**src/rtl/odyssey_video_gen.sv**
```systemverilog
// Odyssey-style raster generator: h/v counters, sync and blank timing, and
// spot/wall luma rendered from object positions latched once per frame.
module odyssey_video_gen #(
    parameter int H_ACTIVE = 1024,
    parameter int H_FRONT  = 24,
    parameter int H_SYNC   = 94,
    parameter int H_BACK   = 128,
    parameter int V_ACTIVE = 240,
    parameter int V_FRONT  = 3,
    parameter int V_SYNC   = 3,
    parameter int V_BACK   = 16,
    parameter int SPOT_W   = 4,
    parameter int SPOT_H   = 8,
    parameter int WALL_X   = 128
) (
    input  logic       clk,
    input  logic       reset_n,
    input  logic [7:0] p1_x,
    input  logic [7:0] p1_y,
    input  logic [7:0] p2_x,
    input  logic [7:0] p2_y,
    input  logic [7:0] ball_x,
    input  logic [7:0] ball_y,
    input  logic       wall_en,
    output logic       HSync,
    output logic       VSync,
    output logic       HBlank,
    output logic       VBlank,
    output logic [7:0] video,
    output logic       frame
);

    localparam int H_TOTAL = H_ACTIVE + H_FRONT + H_SYNC + H_BACK;
    localparam int V_TOTAL = V_ACTIVE + V_FRONT + V_SYNC + V_BACK;

    localparam logic [10:0] H_LAST      = 11'(H_TOTAL - 1);
    localparam logic [10:0] H_BLANK_BEG = 11'(H_ACTIVE);
    localparam logic [10:0] H_SYNC_BEG  = 11'(H_ACTIVE + H_FRONT);
    localparam logic [10:0] H_SYNC_END  = 11'(H_ACTIVE + H_FRONT + H_SYNC);

    localparam logic [8:0] V_LAST      = 9'(V_TOTAL - 1);
    localparam logic [8:0] V_BLANK_BEG = 9'(V_ACTIVE);
    localparam logic [8:0] V_CAPTURE   = 9'(V_ACTIVE - 1);
    localparam logic [8:0] V_SYNC_BEG  = 9'(V_ACTIVE + V_FRONT);
    localparam logic [8:0] V_SYNC_END  = 9'(V_ACTIVE + V_FRONT + V_SYNC);

    localparam logic [8:0] SPOT_W9 = 9'(SPOT_W);
    localparam logic [8:0] SPOT_H9 = 9'(SPOT_H);
    localparam logic [7:0] WALL_U  = 8'(WALL_X);

    typedef struct packed {
        logic [7:0] x;
        logic [7:0] y;
    } pos_t;

    logic [10:0] h;
    logic [8:0]  v;
    logic        h_wrap;
    logic        v_wrap;
    logic        capture;

    pos_t p1_q;
    pos_t p2_q;
    pos_t ball_q;
    logic wall_q;

    assign h_wrap  = (h == H_LAST);
    assign v_wrap  = (v == V_LAST);
    assign capture = h_wrap && (v == V_CAPTURE);

    always_ff @(posedge clk or negedge reset_n) begin
        if (!reset_n) begin
            h <= '0;
            v <= '0;
        end else begin
            // NOTE: state uses <= so every flop samples pre-edge values regardless of block order.
            h <= h_wrap ? 11'd0 : h + 11'd1;
            if (h_wrap) begin
                v <= v_wrap ? 9'd0 : v + 9'd1;
            end
        end
    end

    // Positions change only at vblank start so a frame is never drawn torn.
    always_ff @(posedge clk or negedge reset_n) begin
        if (!reset_n) begin
            p1_q   <= '0;
            p2_q   <= '0;
            ball_q <= '0;
            wall_q <= 1'b0;
        end else if (capture) begin
            p1_q   <= '{x: p1_x,   y: p1_y};
            p2_q   <= '{x: p2_x,   y: p2_y};
            ball_q <= '{x: ball_x, y: ball_y};
            wall_q <= wall_en;
        end
    end

    // 9-bit differences: a position past the beam underflows to >= 257, so no wrap-around hit.
    function automatic logic spot_hit(input logic [7:0] u_pos, input logic [8:0] line,
                                      input pos_t p);
        logic [8:0] du;
        logic [8:0] dv;
        du = {1'b0, u_pos} - {1'b0, p.x};
        dv = line - {1'b0, p.y};
        return (du < SPOT_W9) && (dv < SPOT_H9);
    endfunction

    logic [7:0] u;
    logic       hs_d;
    logic       vs_d;
    logic       hb_d;
    logic       vb_d;
    logic       frame_d;
    logic       any_spot;
    logic       wall_hit;
    logic [7:0] video_d;

    always_comb begin
        // NOTE: every output of this block gets a default first, so no latch is inferred.
        video_d  = 8'h00;
        u        = h[9:2];
        hb_d     = (h >= H_BLANK_BEG);
        vb_d     = (v >= V_BLANK_BEG);
        hs_d     = (h >= H_SYNC_BEG) && (h < H_SYNC_END);
        vs_d     = (v >= V_SYNC_BEG) && (v < V_SYNC_END);
        frame_d  = (h == 11'd0) && (v == V_BLANK_BEG);
        any_spot = spot_hit(u, v, p1_q) || spot_hit(u, v, p2_q) || spot_hit(u, v, ball_q);
        wall_hit = wall_q && (u == WALL_U);
        if (!hb_d && !vb_d) begin
            if (any_spot) begin
                video_d = 8'hFF;
            end else if (wall_hit) begin
                video_d = 8'hC0;
            end
        end
    end

    always_ff @(posedge clk or negedge reset_n) begin
        if (!reset_n) begin
            HSync  <= 1'b0;
            VSync  <= 1'b0;
            HBlank <= 1'b1;
            VBlank <= 1'b1;
            frame  <= 1'b0;
            video  <= 8'h00;
        end else begin
            HSync  <= hs_d;
            VSync  <= vs_d;
            HBlank <= hb_d;
            VBlank <= vb_d;
            frame  <= frame_d;
            video  <= video_d;
        end
    end

endmodule

```
**config.mk**
```make
export PLATFORM = sky130hd
export DESIGN_NAME = odyssey_video_gen
export DESIGN_NICKNAME = d
export VERILOG_FILES = /design/src/rtl/odyssey_video_gen.sv
export SDC_FILE = /design/constraint.sdc
export NUM_CORES = 1
export LEC_CHECK = 0
export ABC_AREA = 1
export CORE_MARGIN = 2
export CORE_UTILIZATION = 45
export DETAILED_ROUTE_END_ITERATION = 6
export PLACE_DENSITY = 0.64
export SLEW_MARGIN = 30
export SYNTH_ARGS = -nofsm -noshare
export SYNTH_HDL_FRONTEND = slang
export SYNTH_SLANG_ARGS = --single-unit
```
**constraint.sdc**
```tcl
create_clock -name clk -period 2.4 [get_ports clk]
set_input_delay 0.48 -clock clk [delete_from_list [all_inputs] [get_ports clk]]
set_output_delay 0.48 -clock clk [all_outputs]
set_load 0.01 [all_outputs]
```
# ---- Word level (Yosys, flattened, before mapping)
# Cells that the tools add are included.
dict set report word_totals {
  ff_bits 82
  in_bits 51
  word_cells 59
  output_inout_bits 13
}
dict set report op_classes {
  n_eq_ne 5
  add_sub_neg 8
  n_mux 5
  reduce_logical 14
  order_cmp 12
}
# cell count
set ops {}
lappend ops {{9-bit by 3-bit < comparator with 1-bit output (second input constant)} 3}
lappend ops {{9-bit by 4-bit < comparator with 1-bit output (second input constant)} 3}
lappend ops {{8-bit by 8-bit subtractor with 9-bit output} 3}
lappend ops {{9-bit by 8-bit subtractor with 9-bit output} 3}
lappend ops {{8-bit 2-to-1 mux} 3}
lappend ops {{11-bit >= comparator (second input constant)} 2}
lappend ops {{9-bit by 8-bit == test with 1-bit output (second input constant)} 2}
lappend ops {{9-bit by 8-bit >= comparator with 1-bit output (second input constant)} 2}
lappend ops {{11-bit by 1-bit adder with 11-bit output (second input constant)} 1}
lappend ops {{11-bit == test (second input constant)} 1}
lappend ops {{11-bit logical NOT} 1}
lappend ops {{11-bit < comparator (second input constant)} 1}
lappend ops {{11-bit 2-to-1 mux} 1}
lappend ops {{9-bit by 1-bit adder with 9-bit output (second input constant)} 1}
lappend ops {{9-bit == test (second input constant)} 1}
lappend ops {{1-bit logical AND} 9}
lappend ops {{9-bit by 8-bit < comparator with 1-bit output (second input constant)} 1}
lappend ops {{9-bit 2-to-1 mux} 1}
lappend ops {{8-bit == test (second input constant)} 1}
lappend ops {{1-bit logical NOT} 2}
lappend ops {{1-bit logical OR} 2}

# ---- Longest topological paths before layout
dict set report depth {
  depth_word 7
  mapped_depth 17
  ltp_nobuf 17
}

# ---- Least setup slack after synthesis
# No wires, ideal clock.
dict set report synth_path {
  path_kind {reg2reg}
  start {reg h[1]}
  end {reg ball_q[0] (netlist bit)}
  required_time_ns 2.279
  setup_ns 0.121
  synth_period_minus_slack_ns 1.827
  arrival_ns 1.706
  stages_incl_launch_ff 12
  path_slack_ns 0.573
  n_path_buf 2
  path_cell_list {dfrtp_1 > inv_1 > ha_1 > inv_1 > nor4_1 > nand2_1 > nor3_4 > nand4_4 > buf_6 > buf_6 > nand2_1 > o21ai_1}
}
dict set report synth_between {
  elab_chain_len 2
}
# element line_no
set synth_rtl {}
lappend synth_rtl {{start: declaration} 56} ;# logic [10:0] h;
lappend synth_rtl {{start signal: assignment} 77} ;# h <= h_wrap ? 11'd0 : h + 11'd1;
lappend synth_rtl {{11-bit == test} 67} ;# assign h_wrap = (h == H_LAST);
lappend synth_rtl {{1-bit logical AND} 69} ;# assign capture = h_wrap && (v == V_CAPTURE);
lappend synth_rtl {{end signal: assignment} 94} ;# ball_q <= '{x: ball_x, y: ball_y};
lappend synth_rtl {{end: declaration} 64} ;# pos_t ball_q;
# Every way passes these cells.
# A chain may end at the register's enable or synchronous reset.

# ---- Worst setup path in the final report
dict set report layout_path {
  start {reg v[5]}
  end {reg video[6]}
}
dict set report layout_between {
  elab_chain_len 7
  word_cells_on_any_way 16
  classes_between {3 x add/sub; 4 x order compare; 2 x mux; 7 x reduce/logical}
}
# element line_no
set layout_rtl {}
lappend layout_rtl {{start: declaration} 57} ;# logic [8:0] v;
lappend layout_rtl {{start signal: assignment} 79} ;# v <= v_wrap ? 9'd0 : v + 9'd1;
lappend layout_rtl {{9-bit by 8-bit subtractor with 9-bit output} 105} ;# dv = line - {1'b0, p.y};
lappend layout_rtl {{9-bit by 4-bit < comparator with 1-bit output} 106} ;# return (du < SPOT_W9) && (dv < SPOT_H9);
lappend layout_rtl {{1-bit logical AND} 106}
lappend layout_rtl {{1-bit logical OR (2 in a row)} 128} ;# any_spot = spot_hit(u, v, p1_q) || spot_hit(u, v, p2_q) || spot_hit(u, v, ball_q);
lappend layout_rtl {{8-bit 2-to-1 mux} 131} ;# if (any_spot) begin
lappend layout_rtl {{8-bit 2-to-1 mux *} 130} ;# if (!hb_d && !vb_d) begin
lappend layout_rtl {{net video_d[6]} 117} ;# logic [7:0] video_d;
lappend layout_rtl {{end signal: assignment} 153} ;# video <= video_d;
lappend layout_rtl {{end: declaration} 29} ;# output logic [7:0] video,
# The timed path passes the listed nets; every way through them passes the cells marked *.

==> results.md <==
- Worst path max stage delay: ~520 ps
- Crit. End Element: flop
- Post-synth top cells: nand2_1 (260), inv_1 (205), dfrtp_1 (74), nand3_1 (56), nor2_1 (50)
- Die width: 117 µm
- Status: complete, no violations
- Startpoint types: flop
- Clock Pin Slew Worst Setup and Hold Paths: ~60 ps
- First-pass GRT wire length: between 20000 and 25000 µm
- Pin count of the biggest net entering global routing: between 50 and 60
- Max FO, Critical Path: 9
- RD Place Congestion: 0.896
- Area share of and/or/nand/nor cells after synthesis: 0.304
- Top_reg_cell synth: dfrtp_1
- Initial Util: 0.460
- Synthesized flop and latch total: 76
- CP Data Required Time: ~2600 ps
- Slew @ Worst Pin: around 540 ps
- CP bufs+invs: 0
- DRT Pass-1 Iters: 4
- Vias: 5256
- Num rows: just over 40
- Critical path cell sequence: ha_1 > a21oi_1 > o21a_1 > nand2_1 > nand2_1 > nand2_1 > nand3_1 > nor2_1 > nand2_1 > nand3_1 > nand2_1 > nand2_1
- Compound-Gate Fraction of Synth Area: 0.0941
- IO Pins: 64
- Root buf cell: clkbuf_16
- Top cells by area, synth: dfrtp_1 (32%), nand2_1 (17%), inv_1 (13%)
- Seq/Total Area, Yosys: 0.329
- Net count after synthesis: between 900 and 1000
- Asr flop ratio synth: 1.00
- Height of the die: about 120 µm
- RSZ-0062 raised after global routing: false
- Largest area contributor in the netlist: dfrtp_1
- Most used cell, CP: nand2_1
- R2r setup slk: 220 ps
- Routed wire length: approximately 14000 µm
- Cells after Synth: ~870
- Num CTS Buffers: 9
- Synth Area in XOR/XNOR: 0.0136
- Total global-route track usage: 0.214
- Worst path depth: 12
- Setup violations, final: 0
- R2R depth: 12
- CTS tree: done
- Proportion of synthesized area in mux cells: 0
- Post-Synth Adder-Cell Area: 0.104
- WL/cell: 12.2 µm
- CTS H-tree lvls: 3
- Post-DRT Antenna Nets: 0
- MaxCap Viol Count: 0
- Final TNS setup: 0 ps
- Yosys warning count: 0
- Period utilization: 0.908
- Largest family of logic cells by synthesized area: simple AND/OR/NAND/NOR gates
- Slew headroom: 0.642
- Die area: around 14000 µm²
- GRT overflow: 0
- HPWL after DPL: between 10000 and 15000 µm
- VDD IR max: 291 µV
- ANT cells: 0
- Clock Latency Late Sink: roughly 350 ps
- Post-synth EDFFs: 0
- Hold WC Path Type: in2async
- DR DRC count: 0
- Syn_area_per_cell: roughly 6.7 µm²
- Netlist cell types: 37
- Vias in the first global route: 5164
- Final hold violations: 0
- Fin nets: 1035
- Most common cell in the netlist: nand2_1
- CTS Buffer Depth: 2
- Core Area: about 13000 µm²
- Filler instances: roughly 1300
- Post-CTS setup buffers: 0
- Crit path max-delay family: simple AND/OR/NAND/NOR gates
- PwrDens: between 300 and 400 nW/µm²
- Max Freq: 459 MHz
- Max Clock Skew: about 9.1 ps
- Synth Cell Area: between 5000 and 6000 µm²
- Slew Viols, Final: 0
- Drt first-iter violations: 279
- Initial antenna violation count: 0
- Worst endpoint data arrival time: between 2000 and 2500 ps
- Total clock sinks: 76
- Tmin final: around 2200 ps
- Final Cell Area: a little under 7000 µm²
- Kind of critical path: reg2reg
- DP Area: ~6600 µm²
- Vias per cell: 4.72
- Proportion of layout cells with a drive suffix above 1: 0.0457
- Critical Path Slowest Stage Cell: dfrtp_1
- Util after Layout: 0.551
- Area Growth Syn to Fin: 19.7%
- Leakage power: roughly 4.3 nW
- PortBufs: 63
- Yosys top cell area share: 0.320
[report_power, final]
part / switching (mW) / internal (mW) / total (mW) / leakage (nW)
logic: 0.0451 / 0.0784 / 0.124 / 3.35
registers: 0 / 1.28 / 1.28 / 0.784
clock network: 0.556 / 0.805 / 1.36 / 0.139
total: 0.601 / 2.16 / 2.77 / 4.27
[flip-flops by register name, indices dropped and copies added (netlist names)]
signal,cells
ball_q,16
p1_q,16
p2_q,16
h,11
v,9
video,2
HBlank,1
HSync,1
VBlank,1
VSync,1
frame,1
wall_q,1
[layout by cell type (no fill, tap or decap), drive strengths merged]
cell           Yosys  final
nor3b              2      2
nor4               5      5
o21ai             56     56
clkinvlp           0      2
ha                48     48
dfrtp             74     74
buf               14     13
clkinv             0      2
nand4             15     15
a211oi             2      2
a21o               2      2
inv              207    208
bufinv             0      1
o21bai             2      2
dfstp              2      2
clkdlybuf4s50      0     62
a21oi             28     28
nor2              51     51
o22ai              1      1
a31oi              3      3
nand2            260    260
nand3             56     56
clkbuf             5     10
a21boi             1      1
nand3b             7      7
a221oi             1      1
o21a               4      4
xor2               9      9
o211ai             1      1
or2                3      3
nor3              10     10
[metal layers]
metal | global-route usage | vias up | share of wire
met2 | 0.350 | 101 | 0.46
met3 | 0.0477 | 25 | 0.040
met1 | 0.278 | 2317 | 0.47
met4 | 0.0813 | 0 | 0.029
li1 | - | 2813 | -
met5 | 0 | - | 0
[worst paths after layout]
path                                  from         end
worst min-delay path               reset_n        h[1]
min in group clk                ball_q[13]  ball_q[13]
worst max-delay path                  v[5]    video[6]
max in group asynchronous          reset_n        h[4]
worst min register to register  ball_q[13]  ball_q[13]
worst max register to register        v[5]    video[6]
[through the flow]
stage	std cells	setup slack [ps]	total power, mW	hold WS [ps]
after floorplan	869	573	1.32	184
after global placement	1097	192	1.43	467
after detailed placement	1097	185	1.43	473
after CTS	1113	160	2.81	138
after global routing	1113	8.56	2.87	154
final	1113	220	2.77	117
[final cells by class]
type	count	area [µm²]	share of cell area
clock buffer	10	229	0.0331
clock inverter	6	63.8	0.00921
inverter	207	777	0.112
multi-input combinational	567	3010	0.434
sequential	76	1910	0.275
tap	172	215	0.0311
timing repair buffer	75	731	0.105
[timing repair]
action | in CTS | in global routing
setup endpoints to repair | 0 | 2
resized for setup | 0 | 3
hold buffers | 0 | 0
[logic make-up after synthesis]
| group | count (synthesis) |
|---|---|
| xor gates and xnor gates | 9 |
| AOI/OAI and AO/OA | 101 |
| adders and majority gates | 48 |
| buffers and inverters | 226 |
| and+or+nand+nor | 409 |
| DFF | 76 |
No activity file was read; power rests on OpenSTA's default activity.
